==> config.mk <==
export PLATFORM = sky130hd
export DESIGN_NAME = uart_receiver_flat
export DESIGN_NICKNAME = d
export VERILOG_FILES = /design/src/rtl/uart_pkg.sv /design/src/rtl/uart_receiver_if.sv /design/src/rtl/uart_rx_fifo.sv /design/src/rtl/uart_receiver.sv /design/src/flat_wrapper.sv
export SDC_FILE = /design/constraint.sdc
export NUM_CORES = 1
export LEC_CHECK = 0
export CAP_MARGIN = 0
export CORE_MARGIN = 2
export CORE_UTILIZATION = 55
export CTS_BUF_LIST = sky130_fd_sc_hd__clkbuf_4 sky130_fd_sc_hd__clkbuf_8
export DETAILED_ROUTE_END_ITERATION = 8
export PLACE_DENSITY = 0.82
export SLEW_MARGIN = 15
export SYNTH_ARGS = -nofsm -noshare
export SYNTH_HDL_FRONTEND = slang
export SYNTH_SLANG_ARGS = --single-unit
==> constraint.sdc <==
create_clock -name clock -period 6.9 [get_ports clock]
set_input_delay 1.035 -clock clock [delete_from_list [all_inputs] [get_ports clock]]
set_output_delay 1.035 -clock clock [all_outputs]
set_load 0.02 [all_outputs]
==> src/rtl/uart_pkg.sv <==
// Shared UART definitions: receive FSM states, status bit positions and default MMIO map.
package uart_pkg;

  typedef enum logic [1:0] {
    RX_IDLE,
    RX_START,
    RX_DATA,
    RX_STOP
  } rx_state_e;

  localparam int unsigned STAT_RX_VALID  = 0;
  localparam int unsigned STAT_FULL      = 1;
  localparam int unsigned STAT_OVERRUN   = 2;
  localparam int unsigned STAT_FRAME_ERR = 3;

  localparam logic [15:0] UART_TX_DATA_ADDR   = 16'hF000;
  localparam logic [15:0] UART_TX_STATUS_ADDR = 16'hF001;
  localparam logic [15:0] UART_RX_DATA_ADDR   = 16'hF010;
  localparam logic [15:0] UART_RX_STATUS_ADDR = 16'hF011;

endpackage

==> src/rtl/uart_receiver_if.sv <==
// Core data-bus view of an MMIO peripheral: level request in, one-cycle done and read data out.
interface uart_receiver_if;
  logic [15:0] mmio_addr;
  logic        mmio_write;
  logic        mmio_req;
  logic [7:0]  mmio_rdata;
  logic        mmio_done;

  modport master (output mmio_addr, mmio_write, mmio_req, input mmio_rdata, mmio_done);
  modport slave  (input mmio_addr, mmio_write, mmio_req, output mmio_rdata, mmio_done);
endinterface

==> src/rtl/uart_rx_fifo.sv <==
// Synchronous first-word fall-through FIFO; pointers wrap naturally since DEPTH is a power of two.
module uart_rx_fifo #(
  parameter  int unsigned DEPTH = 16,
  parameter  int unsigned WIDTH = 8,
  localparam int unsigned AW    = $clog2(DEPTH)
) (
  input  logic             clock,
  input  logic             reset,
  input  logic             push_i,
  input  logic             pop_i,
  input  logic [WIDTH-1:0] wdata_i,
  output logic [WIDTH-1:0] rdata_o,
  output logic             full_o,
  output logic             empty_o,
  output logic [AW:0]      count_o
);

  localparam logic [AW:0] DEPTH_C = (AW+1)'(DEPTH);

  logic [WIDTH-1:0] mem_q [DEPTH];
  logic [AW-1:0]    wr_ptr_q, rd_ptr_q;
  logic [AW:0]      count_q, count_d;
  logic             do_push, do_pop;

  assign empty_o = (count_q == '0);
  assign full_o  = (count_q == DEPTH_C);
  assign count_o = count_q;
  assign rdata_o = mem_q[rd_ptr_q];

  // A pop frees the slot in the same cycle, so a full FIFO still accepts a simultaneous push.
  assign do_pop  = pop_i && !empty_o;
  assign do_push = push_i && (!full_o || do_pop);

  always_comb begin
    count_d = count_q;
    if (do_push && !do_pop)      count_d = count_q + (AW+1)'(1);
    else if (!do_push && do_pop) count_d = count_q - (AW+1)'(1);
  end

  always_ff @(posedge clock) begin
    if (!reset) begin
      wr_ptr_q <= '0;
      rd_ptr_q <= '0;
      count_q  <= '0;
    end else begin
      if (do_push) wr_ptr_q <= wr_ptr_q + AW'(1);
      if (do_pop)  rd_ptr_q <= rd_ptr_q + AW'(1);
      count_q <= count_d;
    end
  end

  always_ff @(posedge clock) begin
    if (do_push) mem_q[wr_ptr_q] <= wdata_i;
  end

endmodule

==> src/rtl/uart_receiver.sv <==
// 8N1 UART receiver feeding a small FIFO, read by the core through a data and a status byte address.
module uart_receiver
  import uart_pkg::*;
#(
  parameter int unsigned CLOCK_HZ    = 27_000_000,
  parameter int unsigned BAUD        = 115200,
  parameter int unsigned FIFO_DEPTH  = 16,
  parameter logic [15:0] DATA_ADDR   = UART_RX_DATA_ADDR,
  parameter logic [15:0] STATUS_ADDR = UART_RX_STATUS_ADDR
) (
  input  logic           clock,
  input  logic           reset,
  input  logic           rx,
  uart_receiver_if.slave mmio
);

  localparam int unsigned CLKS_PER_BIT = CLOCK_HZ / BAUD;
  localparam int unsigned HALF         = CLKS_PER_BIT / 2;
  localparam logic [15:0] BIT_LAST     = 16'(CLKS_PER_BIT - 1);
  localparam logic [15:0] HALF_LAST    = 16'(HALF - 1);
  localparam int unsigned AW           = $clog2(FIFO_DEPTH);

  logic        sync1_q, sync2_q, rx_last_q, rx_s, fall;
  rx_state_e   state_q, state_d;
  logic [15:0] cnt_q, cnt_d;
  logic [2:0]  bit_q, bit_d;
  logic [7:0]  shift_q, shift_d;
  logic        stop_tick, push, ovr_set, fe_set;
  logic        overrun_q, overrun_d, frame_q, frame_d;
  logic        served_q, served_d, done_q, done_d;
  logic [7:0]  rdata_q, rdata_d, fifo_head, status;
  logic        fifo_full, fifo_empty, hit, accept, rd_data, rd_status, pop;
  logic [AW:0] fifo_count;

  assign rx_s = sync2_q;
  assign fall = rx_last_q && !sync2_q;

  always_ff @(posedge clock) begin
    if (!reset) begin
      sync1_q   <= 1'b1;
      sync2_q   <= 1'b1;
      rx_last_q <= 1'b1;
      state_q   <= RX_IDLE;
      cnt_q     <= '0;
      bit_q     <= '0;
      shift_q   <= '0;
    end else begin
      sync1_q   <= rx;
      sync2_q   <= sync1_q;
      rx_last_q <= sync2_q;
      state_q   <= state_d;
      cnt_q     <= cnt_d;
      bit_q     <= bit_d;
      shift_q   <= shift_d;
    end
  end

  always_comb begin
    state_d = state_q;
    cnt_d   = cnt_q + 16'd1;
    bit_d   = bit_q;
    shift_d = shift_q;
    unique case (state_q)
      RX_IDLE: begin
        cnt_d = '0;
        bit_d = '0;
        if (fall) state_d = RX_START;
      end
      RX_START: if (cnt_q == HALF_LAST) begin
        cnt_d   = '0;
        state_d = rx_s ? RX_IDLE : RX_DATA;
      end
      RX_DATA: if (cnt_q == BIT_LAST) begin
        cnt_d   = '0;
        shift_d = {rx_s, shift_q[7:1]};
        bit_d   = bit_q + 3'd1;
        if (bit_q == 3'd7) state_d = RX_STOP;
      end
      RX_STOP: if (cnt_q == BIT_LAST) begin
        cnt_d   = '0;
        state_d = RX_IDLE;
      end
      default: state_d = RX_IDLE;
    endcase
  end

  always_comb begin
    stop_tick = (state_q == RX_STOP) && (cnt_q == BIT_LAST);
    push      = stop_tick && rx_s;
    ovr_set   = stop_tick && rx_s && fifo_full && !pop;
    fe_set    = stop_tick && !rx_s;
  end

  uart_rx_fifo #(.DEPTH(FIFO_DEPTH), .WIDTH(8)) u_fifo (
    .clock  (clock),
    .reset  (reset),
    .push_i (push),
    .pop_i  (pop),
    .wdata_i(shift_q),
    .rdata_o(fifo_head),
    .full_o (fifo_full),
    .empty_o(fifo_empty),
    .count_o(fifo_count)
  );

  assign status = {4'b0000, frame_q, overrun_q, fifo_full, fifo_count != '0};

  // served blocks re-acceptance while the core keeps req high through done.
  always_comb begin
    hit       = (mmio.mmio_addr == DATA_ADDR) || (mmio.mmio_addr == STATUS_ADDR);
    accept    = mmio.mmio_req && hit && !served_q;
    rd_data   = accept && !mmio.mmio_write && (mmio.mmio_addr == DATA_ADDR);
    rd_status = accept && !mmio.mmio_write && (mmio.mmio_addr == STATUS_ADDR);
    pop       = rd_data && !fifo_empty;
    done_d    = accept;
    rdata_d   = '0;
    if (rd_data && !fifo_empty) rdata_d = fifo_head;
    if (rd_status)              rdata_d = status;
    served_d  = !mmio.mmio_req ? 1'b0 : (accept ? 1'b1 : served_q);
    overrun_d = ovr_set ? 1'b1 : (rd_status ? 1'b0 : overrun_q);
    frame_d   = fe_set  ? 1'b1 : (rd_status ? 1'b0 : frame_q);
  end

  always_ff @(posedge clock) begin
    if (!reset) begin
      served_q  <= 1'b0;
      done_q    <= 1'b0;
      rdata_q   <= '0;
      overrun_q <= 1'b0;
      frame_q   <= 1'b0;
    end else begin
      served_q  <= served_d;
      done_q    <= done_d;
      rdata_q   <= rdata_d;
      overrun_q <= overrun_d;
      frame_q   <= frame_d;
    end
  end

  assign mmio.mmio_done  = done_q;
  assign mmio.mmio_rdata = rdata_q;

endmodule
==> src/flat_wrapper.sv <==
// flat-port wrapper written by rule: the top's interface ports become plain ports
module uart_receiver_flat import uart_pkg::*;
#(
  parameter int unsigned CLOCK_HZ    = 27_000_000,
  parameter int unsigned BAUD        = 115200,
  parameter int unsigned FIFO_DEPTH  = 16,
  parameter logic [15:0] DATA_ADDR   = UART_RX_DATA_ADDR,
  parameter logic [15:0] STATUS_ADDR = UART_RX_STATUS_ADDR
)
  (clock, reset, rx, mmio_mmio_addr, mmio_mmio_write, mmio_mmio_req, mmio_mmio_rdata, mmio_mmio_done);
  uart_receiver_if mmio_i ();
  input  logic clock;
  input  logic reset;
  input  logic rx;
  input wire logic [$bits(mmio_i.mmio_addr)-1:0] mmio_mmio_addr;
  input wire logic [$bits(mmio_i.mmio_write)-1:0] mmio_mmio_write;
  input wire logic [$bits(mmio_i.mmio_req)-1:0] mmio_mmio_req;
  output wire logic [$bits(mmio_i.mmio_rdata)-1:0] mmio_mmio_rdata;
  output wire logic [$bits(mmio_i.mmio_done)-1:0] mmio_mmio_done;
  assign mmio_i.mmio_addr = mmio_mmio_addr;
  assign mmio_i.mmio_write = mmio_mmio_write;
  assign mmio_i.mmio_req = mmio_mmio_req;
  assign mmio_mmio_rdata = mmio_i.mmio_rdata;
  assign mmio_mmio_done = mmio_i.mmio_done;
  uart_receiver #(.CLOCK_HZ(CLOCK_HZ), .BAUD(BAUD), .FIFO_DEPTH(FIFO_DEPTH), .DATA_ADDR(DATA_ADDR), .STATUS_ADDR(STATUS_ADDR)) u_core (.clock(clock), .reset(reset), .rx(rx), .mmio(mmio_i));
endmodule
=== Word-level counts from Yosys, hierarchy flattened ===
Memory sizes are Yosys's and may differ from the RTL's. A register that Yosys moved wholly into a read port is not among the register bits.
Index checks and enable logic that the tools add are counted.

* Equal/unequal tests: 14
* Div/mod/pow operators: 0
* Order comparisons: 0
* Multipliers: 0
* Reduce and logical (&&, ||, !) cells: 39
* Add/sub/neg operators: 6
* Bitwise gates (word level): 2
* Shift operators: 0
* Muxes and demuxes: 23

{| class="wikitable"
|+ Operators by type and width
! operator !! number
|-
| 16-bit one-hot mux with 3 select lines || 1
|-
| 16-bit equality test, second input constant || 2
|-
| 16-bit 2-to-1 mux || 2
|-
| 16-bit by 1-bit adder with 16-bit output, second input constant || 1
|-
| 16-bit by 7-bit equality test with 1-bit output, second input constant || 1
|-
| 16-bit by 8-bit equality test with 1-bit output, second input constant || 1
|-
| 1-bit logical AND || 16
|-
| 4-bit 2-to-1 mux || 4
|-
| 2-bit 2-to-1 mux || 6
|-
| 5-bit 2-to-1 mux || 2
|-
| 2-bit by 1-bit inequality test with 1-bit output, second input constant || 5
|-
| 4-bit by 1-bit adder with 4-bit output, second input constant || 2
|-
| 1-bit zero test || 8
|-
| 2-bit one-hot mux with 4 select lines || 1
|-
| 2-bit nonzero test || 4
|-
| 3-bit one-hot mux with 2 select lines || 1
|-
| 2-bit AND reduction || 3
|-
| 5-bit by 1-bit adder with 5-bit output, second input constant || 1
|-
| 5-bit equality test, second input constant || 1
|-
| 5-bit zero test || 1
|-
| 1-bit 2-to-1 mux || 5
|-
| 5-bit AND reduction || 1
|-
| 5-bit nonzero test || 1
|-
| 5-bit by 1-bit subtractor with 5-bit output, second input constant || 1
|-
| 10 further kinds || 13
|}

* Memories kept: 1
* Memory bits (writable): 128
* Bits of input ports: 21
* Flip-flop bits (word level): 57
* Output and inout port bits: 9
* ROM bits: 0
* Word-level logic and storage cells: 101
* Latch bits: 0

{| class="wikitable"
|+ Memory list
! memory !! depth !! width !! read ports !! clocked after Yosys merged registers in !! write ports !! line !! source
|-
| u_core.u_fifo.mem_q || 16 || 8 || 1 || 1 || 1 || uart_rx_fifo.sv:20 || <nowiki>logic [WIDTH-1:0] mem_q [DEPTH];</nowiki>
|}

=== Logic depth before layout (Yosys ltp) ===
Gate-level depths: netlist of the first run.

* Word-level depth: 14
* Gate-level depth with buffers: 14
* Depth with buffers taken out: 14

=== Modules after synthesis ===
From an unflattened synthesis of the first run, not the netlist that was laid out.

* Cell total of the unflattened synthesis: 509
* Area total of the unflattened synthesis: 7698.6 µm²

{| class="wikitable"
|+ Modules (own cells, without submodules)
! module !! sequential area each (µm²) !! times used !! cells an instance !! area an instance (µm²)
|-
| uart_rx_fifo || 4184.0 || 1 || 309 || 5800.6
|-
| uart_receiver || 880.8 || 1 || 200 || 1898.1
|}

=== Worst setup path after synthesis of the first run ===
Ideal clock, no wire load.

* Path type: input to register
* From: input port mmio_mmio_addr[9]
* To: register u_core.u_fifo.count_q[4], in the netlist u_core.u_fifo.count_o[4]
* Path buffers: 1
* Arrival time: 4069 ps
* Data required time: 6828 ps
* Stages: 13
* Setup slack: 2759 ps
* Library setup time: 72 ps
* Cells stage by stage: or4_1 > nor4_2 > a21oi_1 > clkbuf_1 > nor2_1 > ha_1 > inv_1 > ha_1 > nor2b_1 > o21a_1 > or3_1 > a21oi_1 > mux2i_1

* Cells in the longest elaborated chain, start to end: 13
* Elaborated cells on any way between the ends: 17
* Those cells by class: 2 x eq/ne; 1 x mux; 14 x reduce/logical

{| class="wikitable"
|+ Ends and longest elaborated chain
! item !! line !! source
|-
| start: declaration || flat_wrapper.sv:15 || <nowiki>input wire logic [$bits(mmio_i.mmio_addr)-1:0] mmio_mmio_addr;</nowiki>
|-
| 16-bit equality test, on equally long branches || uart_receiver.sv:110, uart_receiver.sv:112 ||
|-
| 1-bit logical OR || uart_receiver.sv:110 || <nowiki>hit = (mmio.mmio_addr == DATA_ADDR) || (mmio.mmio_addr == STATUS_ADDR);</nowiki>
|-
| 1-bit logical AND (2 in a row) || uart_receiver.sv:111 || <nowiki>accept = mmio.mmio_req && hit && !served_q;</nowiki>
|-
| 1-bit logical AND || uart_receiver.sv:112 || <nowiki>rd_data = accept && !mmio.mmio_write && (mmio.mmio_addr == DATA_ADDR);</nowiki>
|-
| 1-bit logical AND (*) || uart_receiver.sv:112 ||
|-
| 1-bit logical AND (*) || uart_receiver.sv:114 || <nowiki>pop = rd_data && !fifo_empty;</nowiki>
|-
| 1-bit logical AND (*) || uart_rx_fifo.sv:31 || <nowiki>assign do_pop = pop_i && !empty_o;</nowiki>
|-
| 1-bit logical OR (*) || uart_rx_fifo.sv:32 || <nowiki>assign do_push = push_i && (!full_o || do_pop);</nowiki>
|-
| 1-bit logical AND (*) || uart_rx_fifo.sv:32 ||
|-
| via u_core.u_fifo.do_push || uart_rx_fifo.sv:23 || <nowiki>logic do_push, do_pop;</nowiki>
|-
| 1-bit zero test || uart_rx_fifo.sv:37 || <nowiki>else if (!do_push && do_pop) count_d = count_q - (AW+1)'(1);</nowiki>
|-
| 1-bit logical AND || uart_rx_fifo.sv:37 ||
|-
| 2-bit nonzero test (no source line) || -- ||
|-
| end signal: assignment || uart_rx_fifo.sv:48 || <nowiki>count_q <= count_d;</nowiki>
|-
| end: declaration || uart_rx_fifo.sv:22 || <nowiki>logic [AW:0] count_q, count_d;</nowiki>
|}

Mark *: on every way through the listed nets, which the timed path passes. The rest lies on a longest branch.
A chain may end at the register's enable or synchronous reset.

=== Worst setup path in the final report of the first run ===
Same ends and word-level chain as after synthesis.

==> results of run 1 <==
critical path, cell delays in order:
cell and delay, ns:
clkdlybuf4s50_1 0.39, or4_1 0.53, nor4_2 0.53, a21oi_1 0.35
nor2_1 0.32, ha_1 0.27, inv_1 0.11, ha_1 0.32
nor2b_1 0.16, o21a_1 0.17, or3_1 0.30, a21oi_1 0.19
mux2i_1 0.19
cell usage after synthesis (all sizes together) (12+ instances only):
cell type | count | share of area [%]
a21oi | 15 | 0.98
and2 | 13 | 1.1
clkbuf | 15 | 0.73
dfxtp | 61 | 16
edfxtp | 128 | 50
ha | 14 | 2.3
inv | 15 | 0.73
mux2i | 14 | 1.8
mux4 | 36 | 11
nand2 | 12 | 0.59
nand3 | 15 | 0.98
nor2 | 49 | 2.4
nor2b | 12 | 0.98
xnor2 | 13 | 1.5
sequential cells by signal (all words and copies together), names as in the netlist, 3 cells and up, named ones only:
signal	flops
u_core.u_fifo.mem_q	128
u_core.cnt_q	16
u_core.mmio.mmio_rdata	8
u_core.shift_q	8
u_core.u_fifo.count_o	5
u_core.u_fifo.rd_ptr_q	4
u_core.u_fifo.wr_ptr_q	4
u_core.bit_q	3
cell usage in the layout, fill, tap and decap left out, types with 6 or more instances in the layout:
cell               n
clkbuf_8          18
nor2b_1           12
and2_1            13
ha_1              14
mux4_2            36
inv_1             15
mux2i_1           14
edfxtp_1         128
nor2_1            49
nand2b_1           6
xnor2_1           13
a21oi_1           15
nand3_1           15
nor3_1             6
a22oi_1            7
nand2_1           12
dfxtp_1           60
clkdlybuf4s50_1   29
stage by stage:
stage               worst slack, ns  instance area, sq um  hold slack (ns)  cells
finish                        2.415                  8484           0.4133    727
global route                  2.131                  8484           0.4426    727
CTS                           2.456                  8481           0.4158    727
detailed placement            1.948                  8130           0.3933    695
global placement              2.133                  8130           0.3911    695
floorplan                     2.759                  7667           0.3863    503
final cells by class:
cell class                      instances  area (sq um)
Timing Repair Buffer                   33         320.3
Clock buffer                           20         262.8
Sequential cell                       189          5066
Inverter                               15         56.30
Clock inverter                         12         87.58
Fill cell                            1014          5289
Multi-Input combinational cell        278          2466
Tap cell                              180         225.2
power by group through the flow:
stage	Sequential [W]	Clock, W	Combinational [W]
2_1_floorplan	0.00122	0	0.00000797
3_3_place_gp	0.00122	0	0.0000209
3_5_place_dp	0.00122	0	0.0000220
4_1_cts	0.00120	0.000667	0.0000220
5_1_grt	0.00120	0.000710	0.0000238
6_report	0.00120	0.000656	0.0000221
metal layers:
metal  GRT usage, %  vias up
met5              0        -
met4          8.046        0
met3          4.448       17
met2          35.51      125
met1          26.67     2124
li1               -     1978
logic make-up after synthesis:
family                     synth area share, %
buffers and inverters                    1.828
xor gates and xnor gates                 1.942
DFF                                      66.06
AOI/OAI and AO/OA                        3.410
adders and majority gates                2.546
and+or+nand+nor                          11.23
muxes                                    12.99
path summary, 6_finish.rpt:
path / endpoint / start / slack, ns / cells after the start
worst min-delay path: u_core.rx_s / u_core.sync1_q / 0.41 / 1
worst min register to register: u_core.rx_s / u_core.sync1_q / 0.41 / 1
worst max-delay path: u_core.u_fifo.count_o[4] / mmio_mmio_addr[9] / 2.42 / 13
worst max register to register: u_core.u_fifo.count_o[4] / u_core.cnt_q[0] / 2.97 / 13
==> results.py, run 1 <==
metrics = {
    "pwr": {
        "power_w": 0.001874,
        "power_frac_comb_pct": 1.2,
        "powerDensity_nw_per_um2": 220.9,
        "power_switching_share_pct": 21.20,
        "p_leak_nw": 2.701,
        "p_int_w": 0.001477,
        "p_sw_w": 0.0003972,
        "clockPowerShare_pct": 35.0,
        "sequentialPowerShare_pct": 63.8,
        "peakVddDrop_mv": 0.1301,
    },
    "cts": {
        "cts_buffer_depth": 2,
        "root_buffer": "clkbuf_8",
        "postCtsSetupBuffers": 0,
        "cts_hold_repair.buffers": 0,
        "clkLatencyLatePin_ns": 0.46,
        "clock_sinks": 189,
        "clk_pin_slew_ns": 0.09,
        "numCtsBuffers": 17,
        "cts_tree": "done",
        "cts_resized": 0,
        "htreeDepth": 4,
    },
    "layout": {
        "drive_gt1_share_pct": 15.72,
        "syn_to_final_growth_pct": 10.66,
        "final_nets": 570,
        "fin_util_pct": 61.60,
        "n_antenna_cell": 0,
    },
    "logic_synthesis": {
        "synth-seq-cells": 189,
        "ys_types": 50,
        "synth.net_count": 539,
        "syn-cell-area_sq_um": 7667,
        "synthCells": 503,
        "yosysWarnings": 0,
        "synth_flop_cell": "edfxtp_1",
        "synth_edf_count": 128,
        "yosysSeqAreaShare_pct": 66.06,
        "synthArstFlopShare_pct": 0,
        "syn_area_per_cell_sq_um": 15.24,
    },
    "floorplanning": {
        "die_h_um": 122.1,
        "io_pins": 30,
        "num_rows": 43,
        "die_width_um": 122.1,
        "dieArea_sq_um": 14900,
        "core_area_sq_um": 13770,
        "initial_core_util_pct": 55.67,
    },
    "detailed_routing": {
        "ant_nets": 0,
        "drc": 0,
        "met3_length_um": 720,
        "m1WireLength_um": 5895,
        "routed_wl_um": 14180,
        "dr_wl_met2_um": 7320,
        "avgViaCountPerCell": 5.838,
        "vias": 4244,
        "wl_per_cell_um": 19.50,
        "first_pass_iters": 4,
        "highest_layer": "met4",
        "first_iter_violations": 370,
    },
    "run": {
        "max_cap_viol_count": 0,
    },
    "sta": {
        "min_period_ns": 4.485,
        "max_freq_ghz": 0.2230,
        "fin_crit_sh_pct": 64.99,
        "maxSlewViolCount": 0,
        "worst_slew_pin_slew_ns": 0.7115,
        "fin_skew_ns": 0.01418,
        "hold_violations": 0,
        "setup_violations": 0,
        "max-slew-margin-rel_pct": 52.57,
        "rsz0062_at_grt": "no",
        "setup-tns-final_ns": 0,
    },
    "critical_path": {
        "crit_type": "input pin to flop",
        "cp.required_ns": 7.29,
        "crit_path_start_kind": "input pin",
        "crit_path_max_fanout": 11,
        "crit_path_end_kind": "flop",
        "worstPathArrival_ns": 4.88,
    },
    "global_route": {
        "antenna_found_initial": 0,
        "grt_pass1_wl_um": 22870,
        "grt_max_degree": 33,
        "grt_overflow": 0,
        "grtUsageTotal_pct": 20.97,
        "grt_pass1_vias": 4333,
    },
    "placement": {
        "dp_hpwl_um": 9545,
        "gp_congestion": 0.8183,
        "portBuffers": 29,
    },
    "hold_path": {
        "holdCritPathClass": "flop to flop",
    },
    "outcome": {
        "outcome": "finished clean",
    },
}
No activity file was read; power rests on OpenSTA's default activity.
==> run 2, diff against run 1 <==
- PLACE_DENSITY: 0.82 -> 0.85
- clock period: 6.9 -> 4.1 ns (I/O delays scaled with it)
==> run 2 against run 1 <==
Hold slack better by 0.0026 ns. Largest power group unchanged. Wire length is 1.7% higher. Sequential power up 68%.
==> results.py, run 2 (synthesis gave the netlist of run 1 again) <==
metrics = {
    "critical_path": {
        "crit_slowest_cell": "or4bb_1",
        "cp-startpoint": "u_core.cnt_q[0]",
        "crit_path_end_kind": "flop",
        "r2r_start": "u_core.cnt_q[0]",
        "worst_r2r_endpoint": "u_core.u_fifo.count_o[4]",
        "worstPathArrival_ns": 4.08,
        "r2r_setup_slack_ns": 0.42,
        "crit_path_start_kind": "flop",
        "cpMostUsedCell": "ha_1",
        "timing.reg2reg.worst_path_depth": 13,
        "crit_chain": "ha_1 > or4bb_1 > nor4_4 > nand4_4 > nor2_1 > ha_1 > inv_1 > ha_1 > nor2b_1 > o21a_1 > or3_1 > a21oi_1 > mux2i_1",
        "crit_path_max_fanout": 10,
        "crit_type": "flop to flop",
        "endpoint": "u_core.u_fifo.count_o[4]",
        "max_stage_delay_ns": 0.56,
        "cp.required_ns": 4.50,
    },
    "cts": {
        "cts_tree": "done",
        "cts_resized": 0,
        "postCtsSetupBuffers": 0,
        "numCtsBuffers": 17,
        "htreeDepth": 4,
        "cts_buffer_depth": 2,
        "clkLatencyLatePin_ns": 0.47,
        "root_buffer": "clkbuf_8",
        "cts_hold_repair.buffers": 0,
        "clk_pin_slew_ns": 0.09,
        "clock_sinks": 189,
    },
    "placement": {
        "dp_hpwl_um": 9641,
        "portBuffers": 29,
        "gp_congestion": 0.8262,
        "pre_cts_slack_ns": 0.1985,
    },
    "layout": {
        "syn_to_final_growth_pct": 12.60,
        "final_nets": 575,
        "multi_input_area_sq_um": 2466,
        "largest_register_ffs": 128,
        "final_common_cell": "edfxtp_1",
        "largest-register": "u_core.u_fifo.mem_q",
        "layout_common_cells": "edfxtp_1, dfxtp_1, nor2_1",
        "n_antenna_cell": 0,
        "nFillCells": 968,
        "fin_util_pct": 62.68,
        "regArea_sq_um": 5066,
        "reg_top3": "u_core.u_fifo.mem_q x128, u_core.cnt_q x16",
        "drive_gt1_share_pct": 16.49,
    },
    "global_route": {
        "antenna_found_initial": 0,
        "grt_pass1_wl_um": 23300,
        "grt_overflow": 0,
        "grt_max_degree": 31,
        "grt_pass1_vias": 4494,
        "grtUsageTotal_pct": 21.30,
    },
    "sta": {
        "min_period_ns": 3.679,
        "max_freq_ghz": 0.2718,
        "max-slew-margin-rel_pct": 26.29,
        "setup_slack_ns": 0.4206,
        "hold_violations": 0,
        "fin_crit_sh_pct": 89.74,
        "hold_ws_ns": 0.4159,
        "rsz0062_at_grt": "no",
        "setup_violations": 0,
        "worst_slew_pin_slew_ns": 1.104,
        "fin_skew_ns": 0.01526,
        "setup-tns-final_ns": 0,
        "maxSlewViolCount": 0,
    },
    "detailed_routing": {
        "first_iter_violations": 421,
        "vias": 4352,
        "first_pass_iters": 5,
        "avgViaCountPerCell": 5.945,
        "drc": 0,
        "routed_wl_um": 14410,
        "wl_per_cell_um": 19.69,
        "ant_nets": 0,
    },
    "pwr": {
        "p_sw_w": 0.0006403,
        "power_frac_comb_pct": 1.1,
        "power_w": 0.003431,
        "sequentialPowerShare_pct": 58.7,
        "clockPowerShare_pct": 40.3,
        "p_int_w": 0.002791,
        "p_leak_nw": 2.771,
        "peakVddDrop_mv": 0.3471,
        "powerDensity_nw_per_um2": 397.4,
        "power_switching_share_pct": 18.66,
    },
    "hold_path": {
        "hold_depth": 1,
        "holdCritPathClass": "flop to flop",
    },
    "floorplanning": {
        "initial_core_util_pct": 55.67,
        "dieArea_sq_um": 14900,
        "core_area_sq_um": 13770,
        "num_rows": 43,
        "io_pins": 30,
        "die_h_um": 122.1,
        "die_width_um": 122.1,
    },
    "run": {
        "max_cap_viol_count": 0,
    },
    "outcome": {
        "outcome": "finished clean",
    },
}
-- run 2: changes by cell type in the layout (fill, tap and decap cells not counted) --
cell        delta
clkbuf_4       +1
clkinv_4       -1
inv_4          -3
buf_4          +5
inv_6          -3
clkinvlp_4     +1
bufinv_16      +5
-- run 2: metal layers --
layer	track usage, %	vias up	part of all wire (%)
met4	6.178	0	1.3
met5	0	-	0
met2	37.36	173	53
li1	-	1982	-
met1	25.92	2179	39
met3	5.805	18	6.1
-- run 2: worst max-delay path: cells and delay by family (launching register included) --
kind	cells	cell delay (ns)
buffers and inverters	1	0.11
adders and majority gates	3	0.75
DFF	1	0.41
muxes	1	0.19
and+or+nand+nor	6	1.79
AOI/OAI and AO/OA	2	0.38
-- run 2: worst min-delay path by stage --
| stage | to | startpoint | slack, ns |
|---|---|---|---|
| after floorplan | u_core.rx_s | u_core.sync1_q | 0.39 |
| after CTS | u_core.rx_s | u_core.sync1_q | 0.42 |
| after global routing | u_core.rx_s | u_core.sync1_q | 0.43 |
| final | u_core.rx_s | u_core.sync1_q | 0.42 |
| after global placement | u_core.rx_s | u_core.sync1_q | 0.39 |
| after detailed placement | u_core.rx_s | u_core.sync1_q | 0.40 |
-- run 2: through the flow --
stage | cell area [sq um] | cells
3_5_place_dp | 8168 | 700
4_1_cts | 8630 | 732
2_1_floorplan | 7667 | 503
6_report | 8633 | 732
3_3_place_gp | 8168 | 700
5_1_grt | 8633 | 732
-- run 2: layout make-up --
cell class,instances,area share (%)
flip-flops and latches,189,58.68
multi-input cells,278,28.57
repair buffers,38,4.145
clock buffers,21,3.130
well taps,180,2.609
clock inverters,11,2.217
inverters,15,0.6522
-- run 2: power groups by stage --
stage | clock network, W | registers [W] | logic [W]
final | 0.00138 | 0.00201 | 0.0000373
after global routing | 0.00147 | 0.00201 | 0.0000404
after CTS | 0.00141 | 0.00201 | 0.0000369
after detailed placement | 0 | 0.00206 | 0.0000367
after global placement | 0 | 0.00206 | 0.0000348
after floorplan | 0 | 0.00205 | 0.0000134
